<file path="config.mk">
export PLATFORM = sky130hd
export DESIGN_NAME = sr_ff_excite_ctrl_flat
export DESIGN_NICKNAME = d
export VERILOG_FILES = /design/src/rtl/sr_ff_excite_ctrl_pkg.sv /design/src/rtl/sr_ff_excite_ctrl_if.sv /design/src/rtl/sr_ff_excite_ctrl_calc.sv /design/src/rtl/sr_ff_excite_ctrl.sv /design/src/flat_wrapper.sv
export SDC_FILE = /design/constraint.sdc
export NUM_CORES = 1
export LEC_CHECK = 0
export CELL_PAD_IN_SITES_DETAIL_PLACEMENT = 2
export CELL_PAD_IN_SITES_GLOBAL_PLACEMENT = 2
export CORE_ASPECT_RATIO = 0.8
export CORE_MARGIN = 3
export CORE_UTILIZATION = 31
export CTS_BUF_LIST = sky130_fd_sc_hd__clkbuf_4 sky130_fd_sc_hd__clkbuf_8
export DETAILED_ROUTE_END_ITERATION = 8
export MAX_ROUTING_LAYER = met4
export PLACE_DENSITY = 0.87
export SLEW_MARGIN = 20
export SYNTH_ARGS = -nofsm -noshare
export SYNTH_HDL_FRONTEND = slang
export SYNTH_SLANG_ARGS = --single-unit
</file>
<file path="constraint.sdc">
create_clock -name clk -period 1.99 [get_ports clk]
set_input_delay 0.199 -clock clk [delete_from_list [all_inputs] [get_ports clk]]
set_output_delay 0.199 -clock clk [all_outputs]
set_load 0.02 [all_outputs]
</file>
<file path="src/rtl/sr_ff_excite_ctrl_pkg.sv">
// Shared definitions for the SR flip-flop excitation controller: FSM encoding,
// retry counter sizing and the width of the optional SR_EXCITE_STATS_EN counter.
package sr_excite_pkg;

  typedef logic [1:0] sr_state_t;

  localparam sr_state_t ST_IDLE  = 2'd0;
  localparam sr_state_t ST_DRIVE = 2'd1;
  localparam sr_state_t ST_WAIT  = 2'd2;
  localparam sr_state_t ST_CHECK = 2'd3;

  localparam int STATS_W = 8;

  // Retry counter must hold 0..max_retry; a zero-retry build still needs one bit.
  function automatic int retry_width(input int max_retry);
    int w;
    w = $clog2(max_retry + 1);
    return (w < 1) ? 1 : w;
  endfunction

endpackage

</file>
<file path="src/rtl/sr_ff_excite_ctrl_if.sv">
// Request handshake between control logic and the SR excitation controller.
interface sr_ff_excite_ctrl_if #(
  parameter int WIDTH = 8
);
  logic             req_valid;
  logic             req_ready;
  logic [WIDTH-1:0] req_target;

  modport master (output req_valid, output req_target, input req_ready);
  modport slave  (input req_valid, input req_target, output req_ready);
endinterface

</file>
<file path="src/rtl/sr_ff_excite_ctrl_calc.sv">
// Per-bit SR excitation: set where Q must rise, reset where Q must fall, never both.
module sr_excite_calc #(
  parameter int WIDTH = 8
) (
  input  logic [WIDTH-1:0] tgt,
  input  logic [WIDTH-1:0] q,
  output logic [WIDTH-1:0] s,
  output logic [WIDTH-1:0] r
);
  assign s = tgt & ~q;
  assign r = ~tgt & q;
endmodule

</file>
<file path="src/rtl/sr_ff_excite_ctrl.sv">
// Write-side controller for a bank of SR flip-flops: drive, settle, verify, retry.
// Optional SR_EXCITE_STATS_EN adds the saturating retry_total output.
module sr_ff_excite_ctrl
  import sr_excite_pkg::*;
#(
  parameter int WIDTH     = 8,
  parameter int MAX_RETRY = 3,
  parameter int SETTLE    = 1
) (
  input  logic                 clk,
  input  logic                 rst_n,
  sr_ff_excite_ctrl_if.slave   req,
  input  logic [WIDTH-1:0]     q_fb,
  output logic [WIDTH-1:0]     s_out,
  output logic [WIDTH-1:0]     r_out,
  output logic                 busy,
  output logic                 done,
  output logic                 err
`ifdef SR_EXCITE_STATS_EN
  ,
  output logic [STATS_W-1:0]   retry_total
`endif
);

  localparam int RW = retry_width(MAX_RETRY);
  localparam int SW = $clog2(SETTLE + 1);
  localparam logic [RW-1:0] RETRY_MAX = RW'(MAX_RETRY);
  localparam logic [SW-1:0] SETTLE_LD = SW'(SETTLE);

  sr_state_t        state_q, state_d;
  logic [WIDTH-1:0] tgt_q, tgt_d;
  logic [RW-1:0]    retry_q, retry_d;
  logic [SW-1:0]    settle_q, settle_d;
  logic [WIDTH-1:0] s_q, s_d, r_q, r_d;
  logic             done_q, done_d, err_q, err_d, busy_q, busy_d;
  logic [WIDTH-1:0] calc_tgt_s, calc_s_s, calc_r_s;

  // In IDLE the excitation is computed from the incoming target, later from the latched one.
  assign calc_tgt_s = (state_q == ST_IDLE) ? req.req_target : tgt_q;

  sr_excite_calc #(.WIDTH(WIDTH)) u_calc (
    .tgt (calc_tgt_s),
    .q   (q_fb),
    .s   (calc_s_s),
    .r   (calc_r_s)
  );

  // Next-state logic; S/R default to zero so they are only non-zero during DRIVE.
  always_comb begin
    state_d  = state_q;
    tgt_d    = tgt_q;
    retry_d  = retry_q;
    settle_d = settle_q;
    s_d      = {WIDTH{1'b0}};
    r_d      = {WIDTH{1'b0}};
    done_d   = 1'b0;
    err_d    = 1'b0;
    case (state_q)
      ST_IDLE: begin
        if (req.req_valid) begin
          state_d = ST_DRIVE;
          tgt_d   = req.req_target;
          retry_d = {RW{1'b0}};
          s_d     = calc_s_s;
          r_d     = calc_r_s;
        end else begin
          state_d = ST_IDLE;
        end
      end
      ST_DRIVE: begin
        state_d  = ST_WAIT;
        settle_d = SETTLE_LD;
      end
      ST_WAIT: begin
        if (settle_q <= SW'(1)) begin
          state_d = ST_CHECK;
        end else begin
          settle_d = settle_q - SW'(1);
        end
      end
      ST_CHECK: begin
        if (q_fb == tgt_q) begin
          done_d  = 1'b1;
          state_d = ST_IDLE;
        end else if (retry_q < RETRY_MAX) begin
          retry_d = retry_q + RW'(1);
          state_d = ST_DRIVE;
          s_d     = calc_s_s;
          r_d     = calc_r_s;
        end else begin
          err_d   = 1'b1;
          state_d = ST_IDLE;
        end
      end
      default: begin
        state_d = ST_IDLE;
      end
    endcase
    busy_d = (state_d != ST_IDLE);
  end

  // Controller state and registered outputs.
  always_ff @(posedge clk or negedge rst_n) begin
    if (!rst_n) begin
      state_q  <= ST_IDLE;
      tgt_q    <= {WIDTH{1'b0}};
      retry_q  <= {RW{1'b0}};
      settle_q <= {SW{1'b0}};
      s_q      <= {WIDTH{1'b0}};
      r_q      <= {WIDTH{1'b0}};
      done_q   <= 1'b0;
      err_q    <= 1'b0;
      busy_q   <= 1'b0;
    end else begin
      state_q  <= state_d;
      tgt_q    <= tgt_d;
      retry_q  <= retry_d;
      settle_q <= settle_d;
      s_q      <= s_d;
      r_q      <= r_d;
      done_q   <= done_d;
      err_q    <= err_d;
      busy_q   <= busy_d;
    end
  end

  assign s_out         = s_q;
  assign r_out         = r_q;
  assign done          = done_q;
  assign err           = err_q;
  assign busy          = busy_q;
  assign req.req_ready = (state_q == ST_IDLE);

`ifdef SR_EXCITE_STATS_EN
  logic               retry_inc_s;
  logic [STATS_W-1:0] retry_total_q;

  assign retry_inc_s = (state_q == ST_CHECK) && (state_d == ST_DRIVE);

  // Lifetime count of retry drives, saturating; only rst_n clears it.
  always_ff @(posedge clk or negedge rst_n) begin
    if (!rst_n) begin
      retry_total_q <= {STATS_W{1'b0}};
    end else if (retry_inc_s && (retry_total_q != {STATS_W{1'b1}})) begin
      retry_total_q <= retry_total_q + STATS_W'(1);
    end else begin
      retry_total_q <= retry_total_q;
    end
  end

  assign retry_total = retry_total_q;
`endif

endmodule

</file>
<file path="src/flat_wrapper.sv">
// flat-port wrapper written by rule: the top's interface ports become plain ports
module sr_ff_excite_ctrl_flat import sr_excite_pkg::*;
#(
  parameter int WIDTH     = 8,
  parameter int MAX_RETRY = 3,
  parameter int SETTLE    = 1
)
  (clk, rst_n, q_fb, s_out, r_out, busy, done, err, req_req_valid, req_req_target, req_req_ready);
  sr_ff_excite_ctrl_if #(.WIDTH(WIDTH)) req_i ();
  input  logic clk;
  input  logic rst_n;
  input  logic [WIDTH-1:0] q_fb;
  output logic [WIDTH-1:0] s_out;
  output logic [WIDTH-1:0] r_out;
  output logic busy;
  output logic done;
  output logic err;
  input wire logic [$bits(req_i.req_valid)-1:0] req_req_valid;
  input wire logic [$bits(req_i.req_target)-1:0] req_req_target;
  output wire logic [$bits(req_i.req_ready)-1:0] req_req_ready;
  assign req_i.req_valid = req_req_valid;
  assign req_i.req_target = req_req_target;
  assign req_req_ready = req_i.req_ready;
  sr_ff_excite_ctrl #(.WIDTH(WIDTH), .MAX_RETRY(MAX_RETRY), .SETTLE(SETTLE)) u_core (.clk(clk), .rst_n(rst_n), .req(req_i), .q_fb(q_fb), .s_out(s_out), .r_out(r_out), .busy(busy), .done(done), .err(err));
endmodule
</file>
==> flow_metrics.tcl <==
set metrics [dict create \
    dp.cells 203 \
    async_flop_share_pct 100 \
    intPower_w 0.00167 \
    synth.avg_cell_area_um2 12.7 \
    cts-buffers-inserted 5 \
    root_buffer "clkbuf_8" \
    synth_top_family_by_area "multiplexers" \
    diodes 0 \
    synth-seq-cells 31 \
    grt_pass1_wl_mm 6.22 \
    ant_nets 0 \
    synth_simple_gate_area_share_pct 13.0 \
    syn_inst 106 \
    grt_pass1_vias 1192 \
    vias 1016 \
    dieArea_um2 5190 \
    synth-xor-area-share_pct 5.19 \
    die_w_um 79.8 \
    setup_viol 0 \
    p_leak_nw 0.893 \
    worst_slew_pin_slew_ns 0.427 \
    final_cell_mix "clkdlybuf4s50_1, dfrtp_1, mux2i_1" \
    swShare_pct 38.6 \
    rsz0062_at_grt "false" \
    fp-row-count 20 \
    max_cap_viol_count 0 \
    min_path_type "in -> async" \
    switching_power_w 0.00105 \
    peakVddDrop_mv 0.538 \
    min_period_ns 1.83 \
    finalHoldViolCount 0 \
    synthAdderAreaFrac_pct 3.71 \
    pwr-share-comb_pct 47.1 \
    cts_num_sinks 31 \
    yosys.cell_types.count 24 \
    ys_warn_count 0 \
    numPortBuffers 38 \
    viasPerCell 4.86 \
    drv_slew 0 \
    start_util_pct 33.9 \
    drt_iter0_drc 39 \
    start_kind "flop" \
    drc 0 \
    critPathRequiredTime_ns 2.16 \
    crit_path_max_incr_delay_ns 0.41 \
    finalPower_w 0.00272 \
    crit_chain "inv_1, ha_1, nor2b_1, a21oi_1, o21ai_0, a221o_2" \
    post-cts-setup-buffers 0 \
    cp_top_family "compound AO/OA/AOI/OAI gates" \
    layout.nets 178 \
    final.setup_skew_ns 0.00212 \
    drt_wl_total_mm 3.85 \
    cp_max_fo 5 \
    antenna_found_initial 0 \
    synth_fp_nets 129 \
    share_seq_of_total_power_pct 35.9 \
    synth_edf_count 0 \
    cp-end-kind "flop" \
    clock_path_buffers 2 \
    fin_cells 209 \
    core_um2 3980 \
    area_growth_pct 41.7 \
    grt_use_total_pct 17.1 \
    die_h_um 65.0 \
    run_status "finished, final reports clean" \
    cp_data_arrival_time_ns 2.00 \
    ys_seq_area_share_pct 57.5 \
    grt_max_degree 32 \
    slowest_stage "a221o_2" \
    dp_hpwl_mm 2.87 \
    overflow 0 \
    synth-main-ff-cell "dfrtp_1" \
    drt_first_pass_iters 4 \
    io_pins 39 \
    cts_max_level 2 \
    final_common_cell "clkdlybuf4s50_1" \
    path_buf_inv 1 \
    syn_area_um2 1350 \
    synth_compound_area_share_pct 5.47 \
    worstSkewPairLatency_ns 0.28 \
    worst-setup-path-type "reg -> reg" \
    clk_pin_slew_ns 0.06 \
    power_density_nw_per_um2 1420 \
    cts_tree "yes" \
    slew_headroom_pct 71.5 \
    synth_mux_area_share_pct 13.3 \
    wl_per_cell_um 18.4 \
    finalWeightedCongestion 0.870 \
    post-route-period-util_pct 91.9 \
    power_frac_clock_pct 17.1 \
    drive_above_1_share_pct 17.5 \
    clock.fmax_mhz 547 \
]
==> final cells by class <==
type | count | area, µm²
Clock buffer | 6 | 76.3
Timing Repair Buffer | 44 | 428
Multi-Input combinational cell | 69 | 549
Tap cell | 55 | 68.8
Fill cell | 402 | 2070
Inverter | 4 | 15.0
Sequential cell | 31 | 776
==> flip-flops by register name, indices dropped and copies added (netlist names) <==
signal,count
u_core.s_out,8
u_core.retry_q,2
u_core.r_out,8
u_core.done,1
u_core.busy,1
u_core.state_q,2
u_core.tgt_q,8
u_core.err,1
==> what timing repair did <==
action / 4_1_cts / 5_1_grt
gates resized for setup: 0 / 1
hold buffers: 0 / 0
setup endpoints to repair: 0 / 1
==> power by group through the flow <==
stage	Sequential, W	Combinational, W	Clock (W)
final	0.000975	0.00128	0.000464
after global routing	0.00100	0.00138	0.000530
after CTS	0.000979	0.00130	0.000482
after detailed placement	0.000986	0.00128	0
after global placement	0.000967	0.00121	0
after floorplan	0.00106	0.000672	0
==> final timing paths <==
check                             startpoint                end  slack (ns)  cells after the start
min in group clk                     q_fb[3]    u_core.s_out[3]        0.54                      2
setup / recovery           u_core.state_q[0]  u_core.retry_q[1]        0.16                      6
hold reg to reg            u_core.retry_q[0]  u_core.retry_q[0]        0.56                      1
setup reg to reg           u_core.state_q[0]  u_core.retry_q[1]        0.16                      6
max in group asynchronous              rst_n    u_core.r_out[5]        1.38                      2
hold / removal                         rst_n        u_core.done        0.32                      2
==> stage by stage <==
step / area [µm²] / util (%) / setup slack, ns / hold slack (ns) / setup TNS [ns]
after floorplan: 1350 / - / 0.160 / -0.0966 / 0
after global placement: 1830 / 46.1 / -0.0938 / 0.518 / -0.852
after detailed placement: 1830 / 46.1 / -0.141 / 0.547 / -1.72
after CTS: 1910 / 48.0 / 0.0770 / 0.325 / 0
after global routing: 1910 / 48.1 / 0.0282 / 0.347 / 0
final: 1910 / 48.1 / 0.161 / 0.318 / 0
==> worst reg2reg max path: cells and delay by family, from the launching register on <==
kind / cells / cell delay, ns
simple gates: 1 / 0.17
compound gates: 3 / 0.80
fa+ha+maj: 1 / 0.26
flops: 1 / 0.40
buf+inv: 1 / 0.08
==> logic make-up after synthesis <==
| logic type | after synthesis |
|---|---|
| AND/OR/NAND/NOR | 32 |
| flip-flops | 31 |
| multiplexers | 17 |
| AO/OA/AOI/OAI | 8 |
| XOR/XNOR | 8 |
| buffers and inverters | 6 |
| adder cells (fa/ha/maj) | 4 |
==> per-layer routing <==
metal / GRT usage, % / vias to the layer above / part of all wire [%]
met5: - / - / 0
met3: 4.44 / 8 / 4.5
met2: 29.3 / 28 / 53
met4: 6.96 / 0 / 1.8
li1: - / 468 / -
met1: 19.2 / 512 / 41
==> synth_stat cells, types with 2 or more instances <==
library cell  number  area (µm²)
and3_1             7        43.8
and3_2             3        22.5
buf_2              2        10.0
dfrtp_1           31         776
ha_1               4        50.1
inv_1              4        15.0
mux2_2             8        90.1
mux2i_1            9        90.1
nand2_1            4        15.0
nor2_1             4        15.0
nor3_1             8        40.0
nor4_1             2        12.5
o21ai_0            2        10.0
xor2_1             8        70.1
(Power assumes the default switching activity.)
